## src/rtl/smc_cram_seq.sv

```systemverilog
// rtl/smc_cram_seq.sv - SMC strobe sequencer for CRAM frame write, read and clear
// Every output is a flop decoded from next-state so downstream clock/reset pins see no glitches.
module smc_cram_seq #(
  parameter int PREC_CYC = 2,
  parameter int PULL_CYC = 2,
  parameter int WL_CYC   = 4
) (
  input  logic smc_clk,
  input  logic por_b,
  input  logic req_write,
  input  logic req_read,
  input  logic req_clr,
  output logic busy,
  output logic done,
  output logic smc_write,
  output logic smc_read,
  output logic smc_seq_rst,
  output logic smc_wset_prec,
  output logic smc_wset_precgnd,
  output logic smc_wwlwrt_en,
  output logic smc_wwlwrt_dis,
  output logic smc_wcram_rst,
  output logic smc_rprec,
  output logic smc_rpull_b,
  output logic smc_rwl_en,
  output logic smc_rrst_pullwlen
);

  localparam logic [3:0] S_IDLE    = 4'd0;
  localparam logic [3:0] S_W_SETUP = 4'd1;
  localparam logic [3:0] S_W_PREC  = 4'd2;
  localparam logic [3:0] S_W_WL    = 4'd3;
  localparam logic [3:0] S_W_WLDIS = 4'd4;
  localparam logic [3:0] S_R_SETUP = 4'd5;
  localparam logic [3:0] S_R_PREC  = 4'd6;
  localparam logic [3:0] S_R_PULL  = 4'd7;
  localparam logic [3:0] S_R_WL    = 4'd8;
  localparam logic [3:0] S_R_RST   = 4'd9;
  localparam logic [3:0] S_C_SETUP = 4'd10;
  localparam logic [3:0] S_C_RST   = 4'd11;
  localparam logic [3:0] S_END     = 4'd12;

  localparam logic [3:0] PREC_LD = 4'(PREC_CYC - 1);
  localparam logic [3:0] PULL_LD = 4'(PULL_CYC - 1);
  localparam logic [3:0] WL_LD   = 4'(WL_CYC - 1);

  localparam int O_BUSY  = 13;
  localparam int O_DONE  = 12;
  localparam int O_WR    = 11;
  localparam int O_RD    = 10;
  localparam int O_SEQ   = 9;
  localparam int O_WPREC = 8;
  localparam int O_WPGND = 7;
  localparam int O_WLEN  = 6;
  localparam int O_WLDIS = 5;
  localparam int O_CRAM  = 4;
  localparam int O_RPREC = 3;
  localparam int O_RPULL = 2;
  localparam int O_RWL   = 1;
  localparam int O_RRST  = 0;

  localparam logic [13:0] OUT_IDLE = 14'h0204;

  logic [3:0]  state_d, state_q;
  logic [3:0]  cnt_d, cnt_q;
  logic [13:0] out_d, out_q;
  logic        cnt_zero;

  assign cnt_zero = (cnt_q == 4'd0);

  always_comb begin
    state_d = state_q;
    cnt_d   = 4'd0;
    case (state_q)
      S_IDLE: begin
        if (req_clr)        state_d = S_C_SETUP;
        else if (req_write) state_d = S_W_SETUP;
        else if (req_read)  state_d = S_R_SETUP;
      end
      S_W_SETUP: begin state_d = S_W_PREC; cnt_d = PREC_LD; end
      S_W_PREC: begin
        if (cnt_zero) begin state_d = S_W_WL; cnt_d = WL_LD; end
        else cnt_d = cnt_q - 4'd1;
      end
      S_W_WL: begin
        if (cnt_zero) state_d = S_W_WLDIS;
        else cnt_d = cnt_q - 4'd1;
      end
      S_W_WLDIS: state_d = S_END;
      S_R_SETUP: begin state_d = S_R_PREC; cnt_d = PREC_LD; end
      S_R_PREC: begin
        if (cnt_zero) begin state_d = S_R_PULL; cnt_d = PULL_LD; end
        else cnt_d = cnt_q - 4'd1;
      end
      S_R_PULL: begin
        if (cnt_zero) begin state_d = S_R_WL; cnt_d = WL_LD; end
        else cnt_d = cnt_q - 4'd1;
      end
      S_R_WL: begin
        if (cnt_zero) state_d = S_R_RST;
        else cnt_d = cnt_q - 4'd1;
      end
      S_R_RST:   state_d = S_END;
      S_C_SETUP: begin state_d = S_C_RST; cnt_d = WL_LD; end
      S_C_RST: begin
        if (cnt_zero) state_d = S_END;
        else cnt_d = cnt_q - 4'd1;
      end
      S_END:   state_d = S_IDLE;
      default: state_d = S_IDLE;
    endcase
  end

  // Strobes follow the state being entered, so they settle on the same edge as the state.
  always_comb begin
    out_d = OUT_IDLE;
    if (state_d != S_IDLE && state_d <= S_END) begin
      out_d[O_BUSY] = 1'b1;
      out_d[O_SEQ]  = 1'b0;
    end
    case (state_d)
      S_W_SETUP, S_C_SETUP: out_d[O_WR] = 1'b1;
      S_W_PREC:  begin out_d[O_WR] = 1'b1; out_d[O_WPREC] = 1'b1; out_d[O_WPGND] = 1'b1; end
      S_W_WL:    begin out_d[O_WR] = 1'b1; out_d[O_WLEN] = 1'b1; end
      S_W_WLDIS: begin out_d[O_WR] = 1'b1; out_d[O_WLDIS] = 1'b1; end
      S_R_SETUP: out_d[O_RD] = 1'b1;
      S_R_PREC:  begin out_d[O_RD] = 1'b1; out_d[O_RPREC] = 1'b1; end
      S_R_PULL:  begin out_d[O_RD] = 1'b1; out_d[O_RPULL] = 1'b0; end
      S_R_WL:    begin out_d[O_RD] = 1'b1; out_d[O_RPULL] = 1'b0; out_d[O_RWL] = 1'b1; end
      S_R_RST:   begin out_d[O_RD] = 1'b1; out_d[O_RRST] = 1'b1; end
      S_C_RST:   begin out_d[O_WR] = 1'b1; out_d[O_CRAM] = 1'b1; end
      S_END:     begin out_d[O_DONE] = 1'b1; out_d[O_SEQ] = 1'b1; end
      default:   ;
    endcase
  end

  always_ff @(posedge smc_clk or negedge por_b) begin
    if (!por_b) begin
      state_q <= S_IDLE;
      cnt_q   <= 4'd0;
      out_q   <= OUT_IDLE;
    end else begin
      state_q <= state_d;
      cnt_q   <= cnt_d;
      out_q   <= out_d;
    end
  end

  assign busy              = out_q[O_BUSY];
  assign done              = out_q[O_DONE];
  assign smc_write         = out_q[O_WR];
  assign smc_read          = out_q[O_RD];
  assign smc_seq_rst       = out_q[O_SEQ];
  assign smc_wset_prec     = out_q[O_WPREC];
  assign smc_wset_precgnd  = out_q[O_WPGND];
  assign smc_wwlwrt_en     = out_q[O_WLEN];
  assign smc_wwlwrt_dis    = out_q[O_WLDIS];
  assign smc_wcram_rst     = out_q[O_CRAM];
  assign smc_rprec         = out_q[O_RPREC];
  assign smc_rpull_b       = out_q[O_RPULL];
  assign smc_rwl_en        = out_q[O_RWL];
  assign smc_rrst_pullwlen = out_q[O_RRST];

endmodule

```

## config.mk

```make
export PLATFORM = sky130hd
export DESIGN_NAME = smc_cram_seq
export DESIGN_NICKNAME = d
export VERILOG_FILES = /design/src/rtl/smc_cram_seq.sv
export SDC_FILE = /design/constraint.sdc
export NUM_CORES = 1
export LEC_CHECK = 0
export ABC_AREA = 0
export ABC_CLOCK_PERIOD_IN_PS = 2500
export CAP_MARGIN = 40
export CORE_MARGIN = 3
export CORE_UTILIZATION = 50
export DETAILED_ROUTE_END_ITERATION = 16
export DONT_BUFFER_PORTS = 1
export GPL_TIMING_DRIVEN = 0
export PLACE_DENSITY_LB_ADDON = 0.05
export SLEW_MARGIN = 30
export SYNTH_ARGS = -nofsm -noshare
export SYNTH_HDL_FRONTEND = slang
export SYNTH_SLANG_ARGS = --single-unit
```

## constraint.sdc

```tcl
create_clock -name smc_clk -period 2.5 [get_ports smc_clk]
set_clock_uncertainty 0.2 [all_clocks]
set_input_delay 0.625 -clock smc_clk [delete_from_list [all_inputs] [get_ports smc_clk]]
set_output_delay 0.625 -clock smc_clk [all_outputs]
set_load 0.01 [all_outputs]
```

# [Yosys cells after proc, flatten, opt, wreduce, memory -nomap -nowiden]
# Index checks and enable logic that the tools add are counted.
[totals] in_bits=5 out_inout_bits=14 wordCells=67 regBits=22
[classes] n_mux=28 addsub=1 eq_ne=23 reduce_logical=11 magnitude_cmp=1
[ops] op="2-to-1 mux 4 bit" count=12
[ops] op="one-hot mux 4 bit (11 select lines)" count=1
[ops] op="== test 4 bit, second input constant" count=9
[ops] op="== test 4 x 3 -> 1 bit, second input constant" count=8
[ops] op="one-hot mux 4 bit (5 select lines)" count=1
[ops] op="== test 4 x 2 -> 1 bit, second input constant" count=4
[ops] op="2-to-1 mux 1 bit" count=13
[ops] op="== test 4 x 1 -> 1 bit, second input constant" count=2
[ops] op="zero test 4 bit" count=2
[ops] op="OR reduction 2 bit" count=4
[ops] op="OR reduction 6 bit" count=1
[ops] op="OR reduction 5 bit" count=1
[ops] op="less-or-equal comparator 4 bit, second input constant" count=1
[ops] op="nonzero test 4 bit" count=1
[ops] op="subtractor 4 x 1 -> 4 bit, second input constant" count=1
[ops] op="OR reduction 3 bit" count=1
[ops] op="2-to-1 mux 2 bit" count=1
[ops] op="logical AND 1 bit" count=1

# [Depth between registers and ports, before layout]
[logic_depth] depth_word=8 ltp_mapped=7 ltp_nobuf=6

# [Least setup slack after synthesis]
# Ideal clock, no wire load.
[synth_timing] path_kind="register to register" startpoint="register cnt_q[2]" endpoint="register out_q[11]" required_time_ns=2.180 setup_slack_ns=0.313 path_stages_with_launch=8 setup_ns=0.120 n_path_buf=1 t_arrival_ns=1.867 synth_period_minus_slack_ns=2.187 cell_sequence="dfrtp_1 -> or4_1 -> buf_2 -> o21ai_2 -> a22o_4 -> inv_2 -> or3_1 -> and3_1"
[synth_via] elab_chain_len=6 word_cells_on_any_way=16 cone_classes="eq/ne (6); mux (8); reduce/logical (2)"
[synth_rtl] item="from (decl)" line_no="65" text="logic [3:0] cnt_d, cnt_q;"
[synth_rtl] item="from (signal assigned)" line_no="144" text="cnt_q <= cnt_d;"
[synth_rtl] item="zero test 4 bit *" line_no="69" text="assign cnt_zero = (cnt_q == 4'd0);"
[synth_rtl] item="2-to-1 mux 4 bit, or another cell as far along" line_no="106" text="if (cnt_zero) state_d = S_END;"
[synth_rtl] item="one-hot mux 4 bit (11 select lines) *" line_no="74" text="case (state_q)"
[synth_rtl] item="net state_d[2]" line_no="64" text="logic [3:0] state_d, state_q;"
[synth_rtl] item="== test 4 bit, or another cell as far along" line_no="121" text="case (state_d)"
[synth_rtl] item="OR reduction 6 bit (no line) *"
[synth_rtl] item="2-to-1 mux 1 bit *" line_no="121"
[synth_rtl] item="net out_d[11]" line_no="66" text="logic [13:0] out_d, out_q;"
[synth_rtl] item="to (signal assigned)" line_no="145" text="out_q <= out_d;"
[synth_rtl] item="to (decl)" line_no="66"
# The timed path passes the listed nets; every way through them passes the cells marked *.

# [Worst setup path after layout]
[layout_timing] startpoint="register cnt_q[0]" endpoint="register out_q[11]"
# Same word-level chain as after synthesis.

==> metrics.txt <==
drt pass-1 iters=4; beginning of the critical path=cnt_q[0]; DRT iter0 DRCs=19; P&R area growth vs syn=6.87%; Hold Path Class=in2async; io pins=19; Die Wd=just over 50 um; Synth Instances=108; Tightest Pin Transition=0.671 ns; Initial Util=about 56%; PD cells=1430 nW/um^2; peak per-stage delay on the critical path=0.49 ns; worst-skew pair later-pin latency=around 0.3 ns; Post-CTS Setup Inserts=0; Tcrit/Tclk final=approximately 93%; number of distinct library cells after synthesis=39; clock root buffer=clkbuf_4; Seq/Total Area, Yosys=51.8%; drt via density=around 6; net count after synthesis=about 110; Final HPWL DP=1460 um; Synth top area share=a little under half; DIE AREA=2620 sq um; vias=817; total length of routed wires=2070 um; vias in the first global route=747; CTS Sinks=21; most common cell in the netlist=dfrtp_1; Pleak=0.500 nW; Final Slew Violations=0; RSZ-0062 raised after global routing=false; Yosys top cell by area=dfrtp_1; worst setup margin=~0.17 ns; layout cells sized above 1=11.5%; clk buf depth=2; Tot GR Track Use=18.2%; # Max-Cap Violations=0; Cell Rows=15; Max Clock Freq=429 MHz; antenna violations before repair=0; largest net degree at the start of global routing=22; # fillers=151; worst vdd ir=0.743 mV; chip height=51.2 um; Buffers on Ports=0; Routability Congestion=0.869; flops & latches, synth=21; status=completed; setup_tns=0 ns; antenna diode count=0; hold_ws=0.0548 ns; DRC viols=0; CP Launch Type=flop; first-pass GRT wire length=approximately 3500 um; Synth Flop Type=dfrtp_1; RR Startpoint=cnt_q[0]; FFs w/ async S/R, synth=100%; # setup viols final=0; Worst setup EP type=flop; # H-tree levels=1; Worst slew margin=54.8%; Non-Filler Instances=138; pre-CTS setup slack=0.137 ns; crit path cell chain=or4_1 -> buf_2 -> o21ai_2 -> a22o_4 -> inv_2 -> or3_1 -> and3_1; CTS tree=yes; Worst Path Required=2.49 ns; number of synthesized flops with an enable pin=0; DP Cell Count=133; syn_area_per_cell=9.44 sq um; Synth area leaders=dfrtp_1 47%, dfstp_2 5.2%, nor2_1 4.8%; Slowest cell on crit path=or4_1; Final ANT Viol Nets=0; Synth Cell Area=1020 sq um; WS Path Type=reg2reg; synth cell count leaders=19 x dfrtp_1, 13 x nor2_1, 9 x nand2_1, 7 x o21ai_0; final hold vios=0; core box area=about 1800 sq um; synth warn=0; Clock transition at path regs=0.11 ns; Routed WL per cell=15.0 um; CP arrival=2.32 ns; nets=roughly 120; min Tclk post-route=2.33 ns; grt ovf=0; CP Max Fanout=8; number of buffers created by CTS=3
## cells in the final DEF, fill, tap and decap left out, drive strengths merged, types with 3 or more instances in the layout
master,count
buf,3
o22ai,3
dfrtp,19
clkbuf,8
a21oi,5
and3,3
nand2,9
inv,6
nor3,4
o21ai,8
nor2,13
nor2b,5
## area by class of cell
| class | count | area, sq um | share of cell area [%] |
|---|---|---|---|
| buffer | 6 | 27.5 | 2.53 |
| clock buffer | 4 | 26.3 | 2.41 |
| inverter | 6 | 22.5 | 2.07 |
| multi-input combinational | 75 | 449 | 41.2 |
| sequential | 21 | 528 | 48.4 |
| tap | 25 | 31.3 | 2.87 |
| timing repair buffer | 1 | 5.00 | 0.459 |
## metal layers
layer	track usage (%)	vias up	routed length, um
met1	24.0	393	959
li1	-	392	-
met4	8.07	0	24
met5	0	-	0
met3	5.83	2	124
met2	27.3	30	959
## state kept, by name, summed over array words and instances, names as in the netlist
register,flops
cnt_q,4
out_q,13
state_q,4
## critical path, delay by kind of cell, from the launching register on
family / cells / cell delay [ns]
AND/OR/NAND/NOR: 3 / 1.00
flip-flops: 1 / 0.48
AO/OA/AOI/OAI: 2 / 0.30
buffers and inverters: 2 / 0.25
## final timing paths
check	cells past startpoint	to	slack, ns
min in group smc_clk	2	cnt_q[3]	0.41
setup / recovery	7	out_q[11]	0.17
setup reg to reg	7	out_q[11]	0.17
hold / removal	1	out_q[13]	0.05
max in group asynchronous	1	out_q[2]	1.70
hold reg to reg	2	cnt_q[3]	0.41
## stage by stage
step / util, % / area, sq um / power [mW]
floorplan: - / 1020 / 1.22
global placement: 57.7 / 1050 / 1.36
detailed placement: 57.7 / 1050 / 1.38
CTS: 59.7 / 1090 / 1.55
global route: 59.9 / 1090 / 1.68
finish: 59.9 / 1090 / 1.55
## cell families (layout without fill, tap and decap cells)
kind of cell / Yosys count / count (layout) / share of synthesized area, %
AND/OR/NAND/NOR: 42 / 42 / 20.0
AO/OA/AOI/OAI: 32 / 32 / 22.5
flip-flops: 21 / 21 / 51.8
buffers and inverters: 12 / 17 / 4.91
XOR/XNOR: 1 / 1 / 0.859
## power breakdown
group / internal (mW) / total (mW) / switching (mW)
sequential: 0.475 / 0.591 / 0.117
clock: 0.0622 / 0.156 / 0.0938
combinational: 0.311 / 0.806 / 0.495
total: 0.848 / 1.55 / 0.706
## what timing repair did
item	in CTS	in global routing
setup endpoints to repair	0	1
hold endpoints to repair	21	0
gates resized for setup	0	1
hold buffers	1	0
Power figures use the tool's default switching activity.
